**src/rtl/ahb_apb_bridge_if.sv**
```systemverilog
// Bus bundle for the AHB-Lite slave / APB master bridge: AHB slave port, APB master port
// and a state debug tap. The bridge uses the slave modport; the bus side uses master.
interface ahb_apb_bridge_if #(
  parameter int ADDR_W = 32,
  parameter int DATA_W = 32
);
  logic              HSEL;
  logic [ADDR_W-1:0] HADDR;
  logic [1:0]        HTRANS;
  logic              HWRITE;
  logic [2:0]        HSIZE;
  logic [DATA_W-1:0] HWDATA;
  logic              HREADYOUT;
  logic [DATA_W-1:0] HRDATA;
  logic [1:0]        HRESP;
  logic [ADDR_W-1:0] PADDR;
  logic              PSEL;
  logic              PENABLE;
  logic              PWRITE;
  logic [DATA_W-1:0] PWDATA;
  logic [DATA_W-1:0] PRDATA;
  logic              PREADY;
  logic              PSLVERR;
  logic [2:0]        dbg_state;

  modport slave (
    input  HSEL, HADDR, HTRANS, HWRITE, HSIZE, HWDATA, PRDATA, PREADY, PSLVERR,
    output HREADYOUT, HRDATA, HRESP, PADDR, PSEL, PENABLE, PWRITE, PWDATA, dbg_state
  );

  modport master (
    output HSEL, HADDR, HTRANS, HWRITE, HSIZE, HWDATA, PRDATA, PREADY, PSLVERR,
    input  HREADYOUT, HRDATA, HRESP, PADDR, PSEL, PENABLE, PWRITE, PWDATA, dbg_state
  );
endinterface

```
**src/rtl/ahb_apb_bridge.sv**
```systemverilog
// AHB-Lite word-transfer slave that replays each accepted transfer as an APB
// SETUP/ACCESS sequence, stretching the AHB data phase until the peripheral completes.
module ahb_apb_bridge #(
  parameter int ADDR_W = 32,
  parameter int DATA_W = 32
) (
  input logic             HCLK,
  input logic             HRESET,
  ahb_apb_bridge_if.slave bus
);

  typedef enum logic [2:0] {
    S_IDLE   = 3'd0,
    S_WDATA  = 3'd1,
    S_SETUP  = 3'd2,
    S_ACCESS = 3'd3,
    S_ERR1   = 3'd4,
    S_ERR2   = 3'd5
  } state_e;

  state_e            state_q, state_d;
  logic [ADDR_W-1:0] paddr_q, paddr_d;
  logic              pwrite_q, pwrite_d;
  logic [DATA_W-1:0] pwdata_q, pwdata_d;
  logic [DATA_W-1:0] hrdata_q, hrdata_d;

  logic       accept;
  logic       apb_done;
  logic       hreadyout;
  logic [1:0] hresp;
  logic       psel;
  logic       penable;

  // Handshake: an AHB address phase is taken only in IDLE (where HREADYOUT=1) when
  // HSEL is high and HTRANS is NONSEQ/SEQ; an APB access ends on PREADY=1 in ACCESS.
  assign accept   = (state_q == S_IDLE) && bus.HSEL &&
                    ((bus.HTRANS == 2'b10) || (bus.HTRANS == 2'b11));
  assign apb_done = (state_q == S_ACCESS) && bus.PREADY;

  always_ff @(posedge HCLK) begin
    if (HRESET) begin
      state_q <= S_IDLE;
    end else begin
      state_q <= state_d;
    end
  end

  always_ff @(posedge HCLK) begin
    if (HRESET) begin
      paddr_q  <= '0;
      pwrite_q <= 1'b0;
      pwdata_q <= '0;
      hrdata_q <= '0;
    end else begin
      paddr_q  <= paddr_d;
      pwrite_q <= pwrite_d;
      pwdata_q <= pwdata_d;
      hrdata_q <= hrdata_d;
    end
  end

  always_comb begin
    state_d = state_q;
    case (state_q)
      S_IDLE: begin
        if (accept) begin
          if (bus.HSIZE != 3'b010) state_d = S_ERR1;
          else if (bus.HWRITE)     state_d = S_WDATA;
          else                     state_d = S_SETUP;
        end
      end
      S_WDATA:  state_d = S_SETUP;
      S_SETUP:  state_d = S_ACCESS;
      S_ACCESS: begin
        if (bus.PREADY) state_d = bus.PSLVERR ? S_ERR1 : S_IDLE;
      end
      S_ERR1:   state_d = S_ERR2;
      S_ERR2:   state_d = S_IDLE;
      default:  state_d = S_IDLE;
    endcase
  end

  // APB address/data hold their last value between transfers.
  always_comb begin
    paddr_d  = paddr_q;
    pwrite_d = pwrite_q;
    pwdata_d = pwdata_q;
    hrdata_d = hrdata_q;
    if (accept) begin
      paddr_d  = bus.HADDR;
      pwrite_d = bus.HWRITE;
    end
    if (state_q == S_WDATA) begin
      pwdata_d = bus.HWDATA;
    end
    if (apb_done && !bus.PSLVERR && !pwrite_q) begin
      hrdata_d = bus.PRDATA;
    end
  end

  always_comb begin
    hreadyout = 1'b0;
    hresp     = 2'b00;
    psel      = 1'b0;
    penable   = 1'b0;
    case (state_q)
      S_IDLE:   hreadyout = 1'b1;
      S_SETUP:  psel      = 1'b1;
      S_ACCESS: begin
        psel    = 1'b1;
        penable = 1'b1;
      end
      S_ERR1:   hresp = 2'b01;
      S_ERR2: begin
        hreadyout = 1'b1;
        hresp     = 2'b01;
      end
      default:  hreadyout = 1'b0;
    endcase
  end

  assign bus.HREADYOUT = hreadyout;
  assign bus.HRESP     = hresp;
  assign bus.HRDATA    = hrdata_q;
  assign bus.PSEL      = psel;
  assign bus.PENABLE   = penable;
  assign bus.PADDR     = paddr_q;
  assign bus.PWRITE    = pwrite_q;
  assign bus.PWDATA    = pwdata_q;
  assign bus.dbg_state = state_q;

endmodule

```
**src/flat_wrapper.sv**
```systemverilog
// flat-port wrapper written by rule: the top's interface ports become plain ports
module ahb_apb_bridge_flat 
#(
  parameter int ADDR_W = 32,
  parameter int DATA_W = 32
)
  (HCLK, HRESET, bus_HSEL, bus_HADDR, bus_HTRANS, bus_HWRITE, bus_HSIZE, bus_HWDATA, bus_PRDATA, bus_PREADY, bus_PSLVERR, bus_HREADYOUT, bus_HRDATA, bus_HRESP, bus_PADDR, bus_PSEL, bus_PENABLE, bus_PWRITE, bus_PWDATA, bus_dbg_state);
  ahb_apb_bridge_if #(.ADDR_W(ADDR_W), .DATA_W(DATA_W)) bus_i ();
  input logic HCLK;
  input logic HRESET;
  input wire logic [$bits(bus_i.HSEL)-1:0] bus_HSEL;
  input wire logic [$bits(bus_i.HADDR)-1:0] bus_HADDR;
  input wire logic [$bits(bus_i.HTRANS)-1:0] bus_HTRANS;
  input wire logic [$bits(bus_i.HWRITE)-1:0] bus_HWRITE;
  input wire logic [$bits(bus_i.HSIZE)-1:0] bus_HSIZE;
  input wire logic [$bits(bus_i.HWDATA)-1:0] bus_HWDATA;
  input wire logic [$bits(bus_i.PRDATA)-1:0] bus_PRDATA;
  input wire logic [$bits(bus_i.PREADY)-1:0] bus_PREADY;
  input wire logic [$bits(bus_i.PSLVERR)-1:0] bus_PSLVERR;
  output wire logic [$bits(bus_i.HREADYOUT)-1:0] bus_HREADYOUT;
  output wire logic [$bits(bus_i.HRDATA)-1:0] bus_HRDATA;
  output wire logic [$bits(bus_i.HRESP)-1:0] bus_HRESP;
  output wire logic [$bits(bus_i.PADDR)-1:0] bus_PADDR;
  output wire logic [$bits(bus_i.PSEL)-1:0] bus_PSEL;
  output wire logic [$bits(bus_i.PENABLE)-1:0] bus_PENABLE;
  output wire logic [$bits(bus_i.PWRITE)-1:0] bus_PWRITE;
  output wire logic [$bits(bus_i.PWDATA)-1:0] bus_PWDATA;
  output wire logic [$bits(bus_i.dbg_state)-1:0] bus_dbg_state;
  assign bus_i.HSEL = bus_HSEL;
  assign bus_i.HADDR = bus_HADDR;
  assign bus_i.HTRANS = bus_HTRANS;
  assign bus_i.HWRITE = bus_HWRITE;
  assign bus_i.HSIZE = bus_HSIZE;
  assign bus_i.HWDATA = bus_HWDATA;
  assign bus_i.PRDATA = bus_PRDATA;
  assign bus_i.PREADY = bus_PREADY;
  assign bus_i.PSLVERR = bus_PSLVERR;
  assign bus_HREADYOUT = bus_i.HREADYOUT;
  assign bus_HRDATA = bus_i.HRDATA;
  assign bus_HRESP = bus_i.HRESP;
  assign bus_PADDR = bus_i.PADDR;
  assign bus_PSEL = bus_i.PSEL;
  assign bus_PENABLE = bus_i.PENABLE;
  assign bus_PWRITE = bus_i.PWRITE;
  assign bus_PWDATA = bus_i.PWDATA;
  assign bus_dbg_state = bus_i.dbg_state;
  ahb_apb_bridge #(.ADDR_W(ADDR_W), .DATA_W(DATA_W)) u_core (.HCLK(HCLK), .HRESET(HRESET), .bus(bus_i));
endmodule
```
**config.mk**
```make
export PLATFORM = sky130hd
export DESIGN_NAME = ahb_apb_bridge_flat
export DESIGN_NICKNAME = d
export VERILOG_FILES = /design/src/rtl/ahb_apb_bridge_if.sv /design/src/rtl/ahb_apb_bridge.sv /design/src/flat_wrapper.sv
export SDC_FILE = /design/constraint.sdc
export NUM_CORES = 1
export LEC_CHECK = 0
export ABC_AREA = 1
export ABC_CLOCK_PERIOD_IN_PS = 1400
export BUFFER_PORTS_ARGS = -buffer_cell sky130_fd_sc_hd__buf_4
export CORE_ASPECT_RATIO = 0.5
export CORE_MARGIN = 5
export CORE_UTILIZATION = 46
export CTS_BUF_LIST = sky130_fd_sc_hd__clkbuf_8
export CTS_CLUSTER_SIZE = 14
export DETAILED_ROUTE_END_ITERATION = 7
export HOLD_SLACK_MARGIN = 0.02
export PLACE_DENSITY_LB_ADDON = 0.08
export SETUP_SLACK_MARGIN = 0.4
export SLEW_MARGIN = 20
export SYNTH_ARGS = -nofsm -noshare
export SYNTH_HDL_FRONTEND = slang
export SYNTH_SLANG_ARGS = --single-unit
```
**constraint.sdc**
```tcl
create_clock -name HCLK -period 1.4 [get_ports HCLK]
set_input_delay 0.28 -clock HCLK [delete_from_list [all_inputs] [get_ports HCLK]]
set_output_delay 0.28 -clock HCLK [all_outputs]
set_load 0.1 [all_outputs]
```
==> metrics.csv, run 1 <==
stage,metric,value,unit
synthesis,syn-num-nets,595,
placed_design,dpl.hpwl,9410,µm
floorplanning,die_width,141,µm
cts,cts_max_path_buffers,2,
synthesis,syn_inst,488,
cts,ctsHoldBuffers,0,
floorplanning,fp.dieH,75.3,µm
floorplanning,row_count,23,
placed_design,io_buffers,209,
run_status,first-error,"[ERROR DPL-0038] Utilization greater than 100%, impossible to legalize",
cts,cts_sinks,100,
floorplanning,start_util,48.2,%
cts,post_cts_buffers,42,
run_status,failed_stage,clock tree synthesis,
run_status,status,aborted with a tool error,
synthesis,syn-cell-area,0.00393,mm²
cts,htree_levels,3,
synthesis,syn_avg_cell_area,8.05,µm²
synthesis,yosys_warnings,0,
cts,numCtsBuffers,9,
cts,cts_resized,390,
synthesis,synth_cell_types,19,
floorplanning,io_pins,212,
synthesis,ys_seq_area_share,51.0,%
placed_design,gp_congestion,0.803,
synthesis,synth_seq_cells,100,
cts,root_buffer,clkbuf_8,
-- through the flow --
stage          setup WS [ps]  TNS [ps]  area, µm²  cells  hold slack [ps]
3_3_place_gp            70.3         0       5890    784              444
2_1_floorplan           -225     -4450       4220    488              439
3_5_place_dp            61.1         0       5890    784              448
-- cell usage after synthesis --
cell	number	area, µm²
a21oi_1	101	505
buf_1	5	18.8
buf_2	16	80.1
buf_4	9	67.6
buf_6	1	11.3
clkbuf_1	21	78.8
clkinv_1	1	3.75
conb_1	1	3.75
dfxtp_1	100	2000
inv_1	8	30.0
inv_2	2	7.51
nand2_1	112	420
nand2_2	1	6.26
nand3_1	5	25.0
nand3_2	2	20.0
nand4_1	97	607
nor2_1	3	11.3
nor2_4	2	22.5
nor3_1	1	5.00
-- cells by family after synthesis --
group                  after synthesis  share of synthesized area, %
AO/OA/AOI/OAI                      101                          12.9
flip-flops                         100                          51.0
buffers and inverters               63                          7.58
other                                1                        0.0955
AND/OR/NAND/NOR                    223                          28.5
==> run 2, diff against run 1 <==
Settings changed: CORE_ASPECT_RATIO 0.5 to not set, CORE_UTILIZATION 46 to 40, CTS_BUF_LIST sky130_fd_sc_hd__clkbuf_8 to not set, CTS_CLUSTER_SIZE 14 to not set, HOLD_SLACK_MARGIN 0.02 to not set, PLACE_DENSITY_LB_ADDON 0.08 to 0.15, SETUP_SLACK_MARGIN 0.4 to not set.
==> run 2 against run 1 <==
Net effect:
- synthesized cell count stayed put
- the flow now finishes, with violations (negative setup slack)
- area after synthesis unchanged
==> metrics.csv, run 2 <==
stage,metric,value,unit
synthesis,synth_seq_cells,100,
global_route,grt_pass1_vias,4146,
synthesis,synth_ff_type,dfxtp_1,
route,vias,4413,
floorplanning,row_count,36,
timing,min_period,1520,ps
worst_setup_path,cp-start-kind,register,
final_layout,final_common_cell,buf_4,
worst_setup_path,crit_path_end_kind,output port,
global_route,grt.total_usage,21.1,%
timing,layout_setup_ws,-117,ps
run_status,status,"complete, but fails checks",
synthesis,synth_cell_types,19,
global_route,antenna_found_initial,0,
cts,cts_max_path_buffers,2,
cts,clk_pin_slew_worst_paths,90,ps
global_route,grt_pass1_wl,20400,µm
worst_setup_path,worstPathArrival,1240,ps
synthesis,synth_top_area_share,51.0,%
route,ant_nets,0,
synthesis,synth_top_family_by_area,simple AND/OR/NAND/NOR gates,
final_layout,drive_above_1_share,43.4,%
pwr,swShare,33.9,%
route,viasPerCell,5.29,
timing,rsz0062_at_grt,true,
synthesis,async_flop_share,0,%
floorplanning,die_area,0.0119,mm²
placed_design,gp_congestion,0.778,
worst_setup_path,worst-setup-path-type,register to output port,
timing,timing.fmax,0.659,GHz
timing,finalClockSkew,7.41,ps
floorplanning,fp.dieH,109,µm
pwr,clock_power_share,27.7,%
synthesis,yosysTopAreaCell,dfxtp_1,
timing,setup_viol,38,
synthesis,syn-num-nets,595,
timing,fin_crit_sh,108,%
final_layout,final_area,0.00639,mm²
floorplanning,core,0.00968,mm²
synthesis,synth.area.top_cells,"dfxtp_1, nand4_1, a21oi_1",
hold_path,hold_class,input pin to register,
cts,htree_levels,3,
placed_design,postPlaceCellArea,0.00568,mm²
synthesis,synth-edff-count,0,
flow_run,max_cap_violations,0,
route,wl,13500,µm
timing,finalHoldViolations,0,
global_route,grt-ovfl-total,0,
route,wl_per_cell,16.2,µm
timing,drv_slew,0,
final_layout,nNetsFinal,804,
synthesis,syn-cell-area,0.00393,mm²
synthesis,netlist_top_cells_count,"nand2_1, a21oi_1, dfxtp_1",
cts,numCtsBuffers,9,
placed_design,io_buffers,209,
worst_setup_path,required,1120,ps
pwr,p_leak,0.00263,µW
synthesis,post-synth-top-count-cell,nand2_1,
final_layout,area_delta_synth_final,62.7,%
route,drc,0,
run_status,violations,negative setup slack,
cts,ctsHoldBuffers,0,
synthesis,synth_xor_area_share,0,%
pwr,power_density,1050,mW/mm²
timing,holdWs,198,ps
worst_setup_path,cp_max_fo,5,
route,first_pass_iters,5,
route,drt-initial-drc-count,368,
final_layout,fill_cells,804,
floorplanning,die_width,109,µm
synthesis,synth_compound_area_share,12.9,%
cts,clock_latency,350,ps
floorplanning,start_util,40.5,%
global_route,grt_max_degree,71,
floorplanning,io_pins,212,
placed_design,dpl.hpwl,8930,µm
synthesis,yosys_warnings,0,
pwr,p_int,4420,µW
synthesis,ys_seq_area_share,51.0,%
pwr,switching_power,2260,µW
cts,cts_tree,done,
pwr,p_seq_share,44.9,%
synthesis,yosys.area_share.simple,28.5,%
pwr,p_comb_share,27.3,%
synthesis,syn_inst,488,
synthesis,synthMuxAreaShare,0,%
synthesis,syn_avg_cell_area,8.05,µm²
synthesis,synth_fa_ha_area_share,0,%
cts,root_buffer,clkbuf_8,
cts,cts_sinks,100,
final_layout,layout_common_cells,"buf_4, nand4_1, dfxtp_1",
pwr,vdd_drop_max,533,µV
final_layout,diodes,0,
## run 2: repair_timing
action / in CTS / in global routing
gates cloned: 0 / 7
pin swaps: 7 / 28
endpoints found under the setup margin: 5 / 73
buffers inserted: 5 / 9
endpoints found under the hold margin: 0 / 0
gates resized for setup: 21 / 44
## run 2: logic make-up after synthesis
family / Yosys count
simple gates: 223
compound gates: 101
flops: 100
buf+inv: 63
other cells: 1
## run 2: power by group through the flow
stage	clock network, µW	registers (µW)	logic [µW]
finish	1850	3000	1830
CTS	1920	3000	1750
detailed placement	0	3060	1690
floorplan	0	3710	522
global route	2020	3010	1920
global placement	0	3060	1680
## run 2: final timing paths
kind | start | to | slack, ps | depth (start not counted)
setup / recovery | u_core.bus.dbg_state[0] | bus_HREADYOUT | -120 | 4
hold / removal | bus_PRDATA[6] | u_core.bus.HRDATA[6] | 200 | 3
setup reg to reg | u_core.bus.dbg_state[0] | u_core.bus.PADDR[2] | -50 | 8
hold reg to reg | u_core.bus.PWDATA[4] | u_core.bus.PWDATA[4] | 460 | 2
## run 2: final cells by class
| cell class | count | area, µm² | area share (%) |
|---|---|---|---|
| repair buffers | 247 | 2130 | 33.3 |
| flip-flops and latches | 100 | 2010 | 31.5 |
| multi-input cells | 328 | 1830 | 28.6 |
| well taps | 133 | 166 | 2.60 |
| clock buffers | 16 | 201 | 3.15 |
| inverters | 11 | 51.3 | 0.803 |
## run 2: per-layer routing
layer  vias to the layer above  track usage, %  wire (µm)
li1                       2152               -          -
met5                         -               0          0
met2                       180            32.9       6560
met3                        16            6.45       1270
met4                         0            7.39        217
met1                      2065            27.5       5500
## run 2: through the flow
step	utilization (%)	setup TNS, ps	setup slack, ps	total power, µW	std cells
finish	66.0	-1210	-117	6680	835
global placement	58.7	0	46.6	4740	798
floorplan	-	-4330	-225	4230	488
global route	66.0	-4750	-179	6960	835
CTS	62.0	-863	-183	6670	819
detailed placement	58.7	0	22.9	4760	798
## run 2: worst max-delay path, stage by stage (launching register included)
cell     delay (ps)
dfxtp_4         380
nor2_4          180
nand2_4          90
nand2_8          60
buf_12          160
Note: power is estimated with default switching activity, not from simulation.
